==> config.mk <==
export PLATFORM = sky130hd
export DESIGN_NAME = bcd_mode_counter
export DESIGN_NICKNAME = d
export VERILOG_FILES = /design/src/rtl/counter_pkg.sv /design/src/rtl/bcd_digit.sv /design/src/rtl/bcd_mode_counter.sv
export SDC_FILE = /design/constraint.sdc
export NUM_CORES = 1
export LEC_CHECK = 0
export ABC_AREA = 0
export CAP_MARGIN = 20
export CORE_ASPECT_RATIO = 0.6
export CORE_MARGIN = 10
export CORE_UTILIZATION = 55
export DETAILED_ROUTE_END_ITERATION = 8
export PLACE_DENSITY = 0.77
export SKIP_CTS_REPAIR_TIMING = 1
export SLEW_MARGIN = 20
export SYNTH_ARGS = -nofsm -noshare
export SYNTH_HDL_FRONTEND = slang
export SYNTH_HIERARCHICAL = 1
export SYNTH_SLANG_ARGS = --single-unit
==> constraint.sdc <==
create_clock -name sys_clk -period 4.1 [get_ports sys_clk]
set_input_delay 0.41 -clock sys_clk [delete_from_list [all_inputs] [get_ports sys_clk]]
set_output_delay 0.41 -clock sys_clk [all_outputs]
set_load 0.005 [all_outputs]
==> src/rtl/counter_pkg.sv <==
`default_nettype none
// counter_pkg: mode/state encodings and BCD sizing shared by bcd_mode_counter and bcd_digit.
// Revision 1.0
package counter_pkg;
  localparam int BCD_W  = 4;
  localparam int DIGITS = 4;

  typedef enum logic [1:0] {
    MODE_PAUSE = 2'd0,
    MODE_UP    = 2'd1,
    MODE_DOWN  = 2'd2,
    MODE_CLEAR = 2'd3
  } mode_t;
endpackage
`default_nettype wire

==> src/rtl/bcd_digit.sv <==
`default_nettype none
// bcd_digit: one decimal decade (0..9) with ripple carry (up) and borrow (down) out.
// Revision 1.0
module bcd_digit
  import counter_pkg::*;
(
  input  logic             clk,
  input  logic             rst,
  input  logic             en,
  input  logic             up,
  input  logic             clr,
  input  logic             cin,
  input  logic             bin,
  output logic [BCD_W-1:0] digit,
  output logic             cout,
  output logic             bout
);
  localparam logic [BCD_W-1:0] DIG_MAX = BCD_W'(9);
  localparam logic [BCD_W-1:0] DIG_ONE = BCD_W'(1);

  logic [BCD_W-1:0] digit_r;

  always_ff @(posedge clk) begin
    if (rst || clr) begin
      digit_r <= '0;
    end else if (en && up && cin) begin
      digit_r <= (digit_r == DIG_MAX) ? '0 : digit_r + DIG_ONE;
    end else if (en && !up && bin) begin
      digit_r <= (digit_r == '0) ? DIG_MAX : digit_r - DIG_ONE;
    end
  end

  // Carry/borrow are purely combinational so the whole chain settles in one cycle.
  assign cout  = up & cin & (digit_r == DIG_MAX);
  assign bout  = ~up & bin & (digit_r == '0);
  assign digit = digit_r;
endmodule
`default_nettype wire

==> src/rtl/bcd_mode_counter.sv <==
`default_nettype none
// bcd_mode_counter: key-selected pause/up/down/clear 4-digit BCD counter on a prescaled tick.
// Optional COUNTER_SATURATE_EN: stop at 9999/0000 instead of wrapping. Revision 1.0
module bcd_mode_counter
  import counter_pkg::*;
#(
  parameter logic [25:0] CNT_TICK_MAX = 26'd49_999_999,
  parameter int          DIGITS       = 4
) (
  input  logic                      sys_clk,
  input  logic                      sys_rst,
  input  logic [1:0]                key_select,
  input  logic                      key_en,
  output logic [DIGITS*BCD_W-1:0]   bcd_data,
  output logic [1:0]                mode_state,
  output logic                      tick,
  output logic                      wrap
);
  mode_t         state_q;
  mode_t         state_d;
  logic [25:0]   presc;
  logic          run;
  logic          terminal;
  logic          step;
  logic          at_limit;
  logic          digit_up;
  logic          digit_clr;
  logic [DIGITS:0] carry;
  logic [DIGITS:0] borrow;

  always_comb begin
    state_d = state_q;
    if (key_en) begin
      state_d = mode_t'(key_select);
    end
  end

  always_ff @(posedge sys_clk) begin
    if (sys_rst) begin
      state_q <= MODE_PAUSE;
    end else begin
      state_q <= state_d;
    end
  end

  assign run       = (state_q == MODE_UP) || (state_q == MODE_DOWN);
  // A key press on the terminal cycle takes priority and swallows the step.
  assign terminal  = run && !key_en && (presc == CNT_TICK_MAX);
  assign digit_up  = (state_q == MODE_UP);
  assign digit_clr = (state_q == MODE_CLEAR);

  always_ff @(posedge sys_clk) begin
    if (sys_rst || key_en || digit_clr || terminal) begin
      presc <= '0;
    end else if (run) begin
      presc <= presc + 26'd1;
    end
  end

  assign carry[0]  = 1'b1;
  assign borrow[0] = 1'b1;

  for (genvar i = 0; i < DIGITS; i++) begin : g_digit
    bcd_digit u_digit (
      .clk   (sys_clk),
      .rst   (sys_rst),
      .en    (step),
      .up    (digit_up),
      .clr   (digit_clr),
      .cin   (carry[i]),
      .bin   (borrow[i]),
      .digit (bcd_data[i*BCD_W +: BCD_W]),
      .cout  (carry[i+1]),
      .bout  (borrow[i+1])
    );
  end

  // Carry out of the top decade only exists going up, borrow only going down.
  assign at_limit = carry[DIGITS] | borrow[DIGITS];

  always_ff @(posedge sys_clk) begin
    if (sys_rst) begin
      tick <= 1'b0;
    end else begin
      tick <= terminal;
    end
  end

`ifdef COUNTER_SATURATE_EN
  assign step = terminal && !at_limit;
  assign wrap = 1'b0;
`else
  assign step = terminal;

  always_ff @(posedge sys_clk) begin
    if (sys_rst) begin
      wrap <= 1'b0;
    end else begin
      wrap <= terminal && at_limit;
    end
  end
`endif

  assign mode_state = state_q;
endmodule
`default_nettype wire

==> impl_metrics.ini, run 1 <==
[status]
status = finished, final reports clean

[final_layout]
fillCellCount = 376
multi_input_area_um2 = 1770
drive_above_1_share_pct = 10.7
antennaDiodeCount = 0
instances_no_fill = 417
regArea_um2 = 921
syn2layout_area_growth_pct = 13.5
final_nets = 361

[floorplanning]
std_cell_rows = 19
core_area_um2 = 4730
boundaryPins = 25
die_w_um = 112
die-area_um2 = 8420
dieHeight_um = 75.2
start_util_pct = 59.0

[worst_hold_path]
hold_end = presc[25]$_SDFFE_PP0N_
hold_start = presc[25]$_SDFFE_PP0N_
hold_depth = 2
hold_path.class = reg2reg

[cts]
cts_sinks = 46
ctsLongestPathBuffers = 2
cts_tree = built
root_buffer = clkbuf_8
cts_buffers = 5
h-tree-depth = 2
clock_latency_ns = 0.29
path_clk_slew_ns = 0.08

[place]
dp_hpwl_um = 4620
place_congestion = 0.909
dp_slack_ns = 1.08
dp.cells = 409
portBuffers = 24

[global_route]
use_met2_pct = 21.6
grt_max_degree = 27
grt_pass1_wl_um = 11000
busiest_layer = met1
grt_use_met3_pct = 4.29
grt.overflow.total = 0
antenna_found_initial = 0
grt_pass1_vias = 2240
gr-usage-met1_pct = 22.3
grt.total_usage_pct = 15.4

[power]
vdd_drop_max_mv = 0.145
cellLeakagePower_nw = 1.01
power.density_nw_per_um2 = 247

[route]
viasPerCell = 6.17
drc_errors = 0
dr.pass1.iters = 5
vias = 2571
routed_wl_um = 6530
ant_nets = 0
routedWlPerCell_um = 15.7
drt_iter0_drc = 167

[setup_path]
r2r_slack_ns = 1.03
end_kind = register
worstReg2RegEnd = g_digit[3].u_digit/digit[2]$_SDFFE_PP0P_
critPathMaxFanout = 20
worstPathCellList = ha_1 -> nand2_1 -> nor2_1 -> nand2_1 -> nor2_1 -> nand2_1 -> nor2_1 -> nand3_2 -> nor3b_1 -> a21o_1 -> a32o_1
worstPathRequired_ns = 4.29
worstRegToRegCells = 11
cp_slowest_cell = ha_1
crit_type = reg2reg
crit_path_start_kind = register
arrival_ns = 3.26
max_stage_delay_ns = 0.60
worstReg2RegStart = mode_state[0]$_SDFFE_PP0P_

[logic_synthesis]
syn_inst = 332
synth_area_leader_cell = dfxtp_1
avgSynthCellArea_um2 = 8.40
synthXorXnorAreaFrac_pct = 7.22
yosysWarnings = 6
synthArstFlopShare_pct = 0
synthMuxAreaShare_pct = 2.51
synth_compound_area_share_pct = 17.1
synthMostInstantiatedCell = dfxtp_1
synth_top_area_share_pct = 33.0
synth_area_leaders = dfxtp_1 33%, xnor2_1 5.3%, nor3_1 4.1%, a211oi_1 2.7%, nor3b_1 2.7%
synth_common_cells = 46 x dfxtp_1, 23 x nor3_1, 18 x nor2_1
synthSimpleGateAreaFrac_pct = 34.3
synth_edf_count = 0
synth_fa_ha_area_share_pct = 1.35
syn_area_um2 = 2790
yosys_register_bits = 46
synth-main-ff-cell = dfxtp_1
synth_top_family_by_area = simple AND/OR/NAND/NOR gates
seq_area_frac_synth_pct = 33.0
synth.distinct_cells = 45

[sta]
drv_slew = 0
hold-worst-slack_ns = 0.508
fmax_ghz = 0.326
worstMarginPinSlew_ns = 0.942
setup_viol = 0
final.setup.worst_slack_ns = 1.03
fin_worst_skew_ns = 0.00314
final_hold_viol_count = 0
layout_min_cycle_time_ns = 3.07
fin_tns_setup_ns = 0
final.period_utilization_pct = 74.8
rsz0062_at_grt = false
timing.slew.headroom_pct = 37.2

[flow_run]
maxCapViolations = 0
[stage by stage]
stage	total power, W	utilization, %	cell area, um2
finish	0.000782	66.9	3170
floorplan	0.000489	-	2810
detailed placement	0.000505	65.0	3070
global placement	0.000504	65.0	3070
CTS	0.000793	66.9	3170
global route	0.000813	66.9	3170
[power by group]
group          switching (W)  total (W)  leakage, nW  internal [W]
sequential        0.00000207   0.000450        0.371      0.000448
combinational      0.0000263  0.0000448        0.595     0.0000186
clock               0.000151   0.000287       0.0482      0.000136
[metal layers]
layer | up-vias | share of wire [%]
met5 | - | 0
met4 | 0 | 0.69
met3 | 5 | 8.3
met2 | 96 | 39
met1 | 1188 | 52
li1 | 1282 | -
[layout by cell type, fill, tap and decap left out, types with 9 or more instances in the layout]
master           count
a211oi_1            10
clkdlybuf4s50_1     24
dfxtp_1             46
inv_1               11
nand2_1             15
nand3_1              9
nand4_1             10
nor2_1              18
nor3_1              23
nor3b_1             10
nor4_1              11
o21ai_0             13
xnor2_1             17
[how the worst max path moves through the flow]
stage,from,endpoint,slack (ns),cells after the start
4_1_cts,mode_state[0]$_SDFFE_PP0P_,g_digit[3].u_digit/digit[3]$_SDFFE_PP0P_,1.06,11
2_1_floorplan,mode_state[1]$_SDFFE_PP0P_,g_digit[0].u_digit/digit[2]$_SDFFE_PP0P_,1.29,12
3_5_place_dp,mode_state[0]$_SDFFE_PP0P_,g_digit[3].u_digit/digit[2]$_SDFFE_PP0P_,1.08,11
5_1_grt,mode_state[1]$_SDFFE_PP0P_,g_digit[3].u_digit/digit[2]$_SDFFE_PP0P_,0.77,12
6_report,mode_state[0]$_SDFFE_PP0P_,g_digit[3].u_digit/digit[2]$_SDFFE_PP0P_,1.03,11
3_3_place_gp,mode_state[0]$_SDFFE_PP0P_,g_digit[3].u_digit/digit[2]$_SDFFE_PP0P_,1.30,11
[cell type report]
cell class              instances  share of cell area [%]
repair buffers                 27                    8.30
flip-flops and latches         46                    29.1
clock inverters                 1                   0.158
inverters                      11                    1.30
multi-input cells             262                    55.9
clock buffers                   7                    2.73
well taps                      63                    2.49
[sequential cells by signal, indices dropped and copies added, names as in the netlist]
| register | count |
|---|---|
| presc | 26 |
| g_digit.u_digit/digit | 16 |
| mode_state | 2 |
| wrap | 1 |
| tick | 1 |
[critical path: cells and delay by family, from the launching register on]
family	cells	cell delay (ns)
AO/OA/AOI/OAI	2	0.39
AND/OR/NAND/NOR	8	1.59
adder cells (fa/ha/maj)	1	0.60
flip-flops	1	0.39
[cells by family (layout without fill, tap and decap cells)]
family | Yosys count | count (layout)
xor gates and xnor gates | 23 | 23
and+or+nand+nor | 156 | 156
adders and majority gates | 3 | 3
AOI/OAI and AO/OA | 68 | 68
other | 1 | 5
buffers and inverters | 28 | 46
muxes | 7 | 7
DFF | 46 | 46
No activity file was read; power rests on OpenSTA's default activity.
==> inputs of run 2 (changes only) <==
Clock period 4.1 ns to 3.1 ns, I/O delays scaled along.
==> impl_metrics.ini, run 2 (synthesized netlist as in run 1, its figures left out) <==
[status]
status = finished, final reports clean

[sta]
final_hold_viol_count = 0
fin_worst_skew_ns = 0.00802
fmax_ghz = 0.360
drv_slew = 0
setup_viol = 0
timing.slew.headroom_pct = 37.9
final.setup.worst_slack_ns = 0.324
worstMarginPinSlew_ns = 0.932
final.period_utilization_pct = 89.5
layout_min_cycle_time_ns = 2.78
rsz0062_at_grt = false
fin_tns_setup_ns = 0

[global_route]
grt_pass1_wl_um = 11300
grt_pass1_vias = 2225
grt.overflow.total = 0
grt.total_usage_pct = 16.0
grt_max_degree = 27
antenna_found_initial = 0

[final_layout]
final_util_pct = 68.3
drive_above_1_share_pct = 11.5
instances_no_fill = 419
syn2layout_area_growth_pct = 15.8
fillCellCount = 390
final_cell_mix = 46 x dfxtp_1, 24 x clkdlybuf4s50_1, 23 x nor3_1, 18 x nor2_1, 17 x xnor2_1
top_register = presc
layout_commonest_cell = dfxtp_1
antennaDiodeCount = 0
regArea_um2 = 921
largest_register_ffs = 26
multi_input_area_um2 = 1770
final_nets = 363

[cts]
ctsLongestPathBuffers = 2
cts_tree = built
cts_buffers = 5
h-tree-depth = 2
clock_latency_ns = 0.30
cts_sinks = 46
path_clk_slew_ns = 0.09
root_buffer = clkbuf_8

[worst_hold_path]
hold_start = presc[25]$_SDFFE_PP0N_
hold_end = presc[25]$_SDFFE_PP0N_
hold_depth = 2
hold_path.class = reg2reg

[setup_path]
r2r_slack_ns = 0.32
crit_path_start_kind = register
critPathMaxFanout = 9
worstPathRequired_ns = 3.30
worstReg2RegStart = mode_state[0]$_SDFFE_PP0P_
worstReg2RegEnd = g_digit[3].u_digit/digit[2]$_SDFFE_PP0P_
end_kind = register
crit_type = reg2reg
worstRegToRegCells = 11
arrival_ns = 2.98

[floorplanning]
boundaryPins = 25
core_area_um2 = 4730
dieHeight_um = 75.2
start_util_pct = 59.0
std_cell_rows = 19
die_w_um = 112
die-area_um2 = 8420

[route]
routedWlPerCell_um = 16.0
dr.pass1.iters = 5
drc_errors = 0
ant_nets = 0
drt_iter0_drc = 215
viasPerCell = 6.15
routed_wl_um = 6720
vias = 2577

[flow_run]
maxCapViolations = 0

[place]
place_congestion = 0.861
portBuffers = 24
dp_slack_ns = 0.370
dp.cells = 411
dp_hpwl_um = 4780

[power]
cellLeakagePower_nw = 1.05
vdd_drop_max_mv = 0.285
power.density_nw_per_um2 = 375
[run 2: cell types whose count changed in the layout (fill, tap and decap cells not counted)]
cell / delta
clkinv_2: -1
bufinv_16: +2
clkbuf_1: -1
buf_4: +2
[run 2: worst max-delay path: stages (launching register included)]
cell and delay [ns]:
dfxtp_1 0.40, ha_1 0.35, nand2_1 0.15, nor2_1 0.23
nand2_1 0.13, nor2_1 0.28, nand2_1 0.15, nor2_1 0.25
nand2_1 0.13, a21boi_2 0.26, o21ai_1 0.11, a32o_1 0.26
[run 2: metrics by stage]
| step | cell area, um2 | hold WS (ns) | power [W] |
|---|---|---|---|
| final | 3230 | 0.521 | 0.00121 |
| after global routing | 3230 | 0.558 | 0.00125 |
| after CTS | 3230 | 0.514 | 0.00122 |
| after detailed placement | 3090 | 0.502 | 0.000669 |
| after global placement | 3090 | 0.488 | 0.000668 |
| after floorplan | 2810 | 0.381 | 0.000647 |
[run 2: cell type report]
type                    count  share of cell area (%)
multi-input cells         262                    54.8
flip-flops and latches     46                    28.5
well taps                  63                    2.44
clock inverters             2                    1.86
repair buffers             29                    8.59
clock buffers               6                    2.56
inverters                  11                    1.28
[run 2: metal layers]
metal / part of all wire, % / global-route usage [%] / vias up
li1: - / - / 1279
met5: 0 / 0 / -
met3: 8.2 / 4.05 / 9
met2: 39 / 21.6 / 95
met4: 0.97 / 4.48 / 0
met1: 52 / 24.0 / 1194
[run 2: worst max-delay path by stage]
stage	slack [ns]	to	start
2_1_floorplan	0.29	g_digit[0].u_digit/digit[2]$_SDFFE_PP0P_	mode_state[1]$_SDFFE_PP0P_
3_3_place_gp	0.44	g_digit[3].u_digit/digit[2]$_SDFFE_PP0P_	mode_state[0]$_SDFFE_PP0P_
3_5_place_dp	0.37	g_digit[2].u_digit/digit[2]$_SDFFE_PP0P_	mode_state[1]$_SDFFE_PP0P_
4_1_cts	0.35	g_digit[2].u_digit/digit[2]$_SDFFE_PP0P_	mode_state[1]$_SDFFE_PP0P_
5_1_grt	0.08	g_digit[3].u_digit/digit[2]$_SDFFE_PP0P_	mode_state[0]$_SDFFE_PP0P_
6_report	0.32	g_digit[3].u_digit/digit[2]$_SDFFE_PP0P_	mode_state[0]$_SDFFE_PP0P_
[run 2: power by group]
part           switching (W)  internal [W]  total [W]
combinational      0.0000347     0.0000255  0.0000602
clock               0.000213      0.000344   0.000557
sequential        0.00000295      0.000593   0.000596
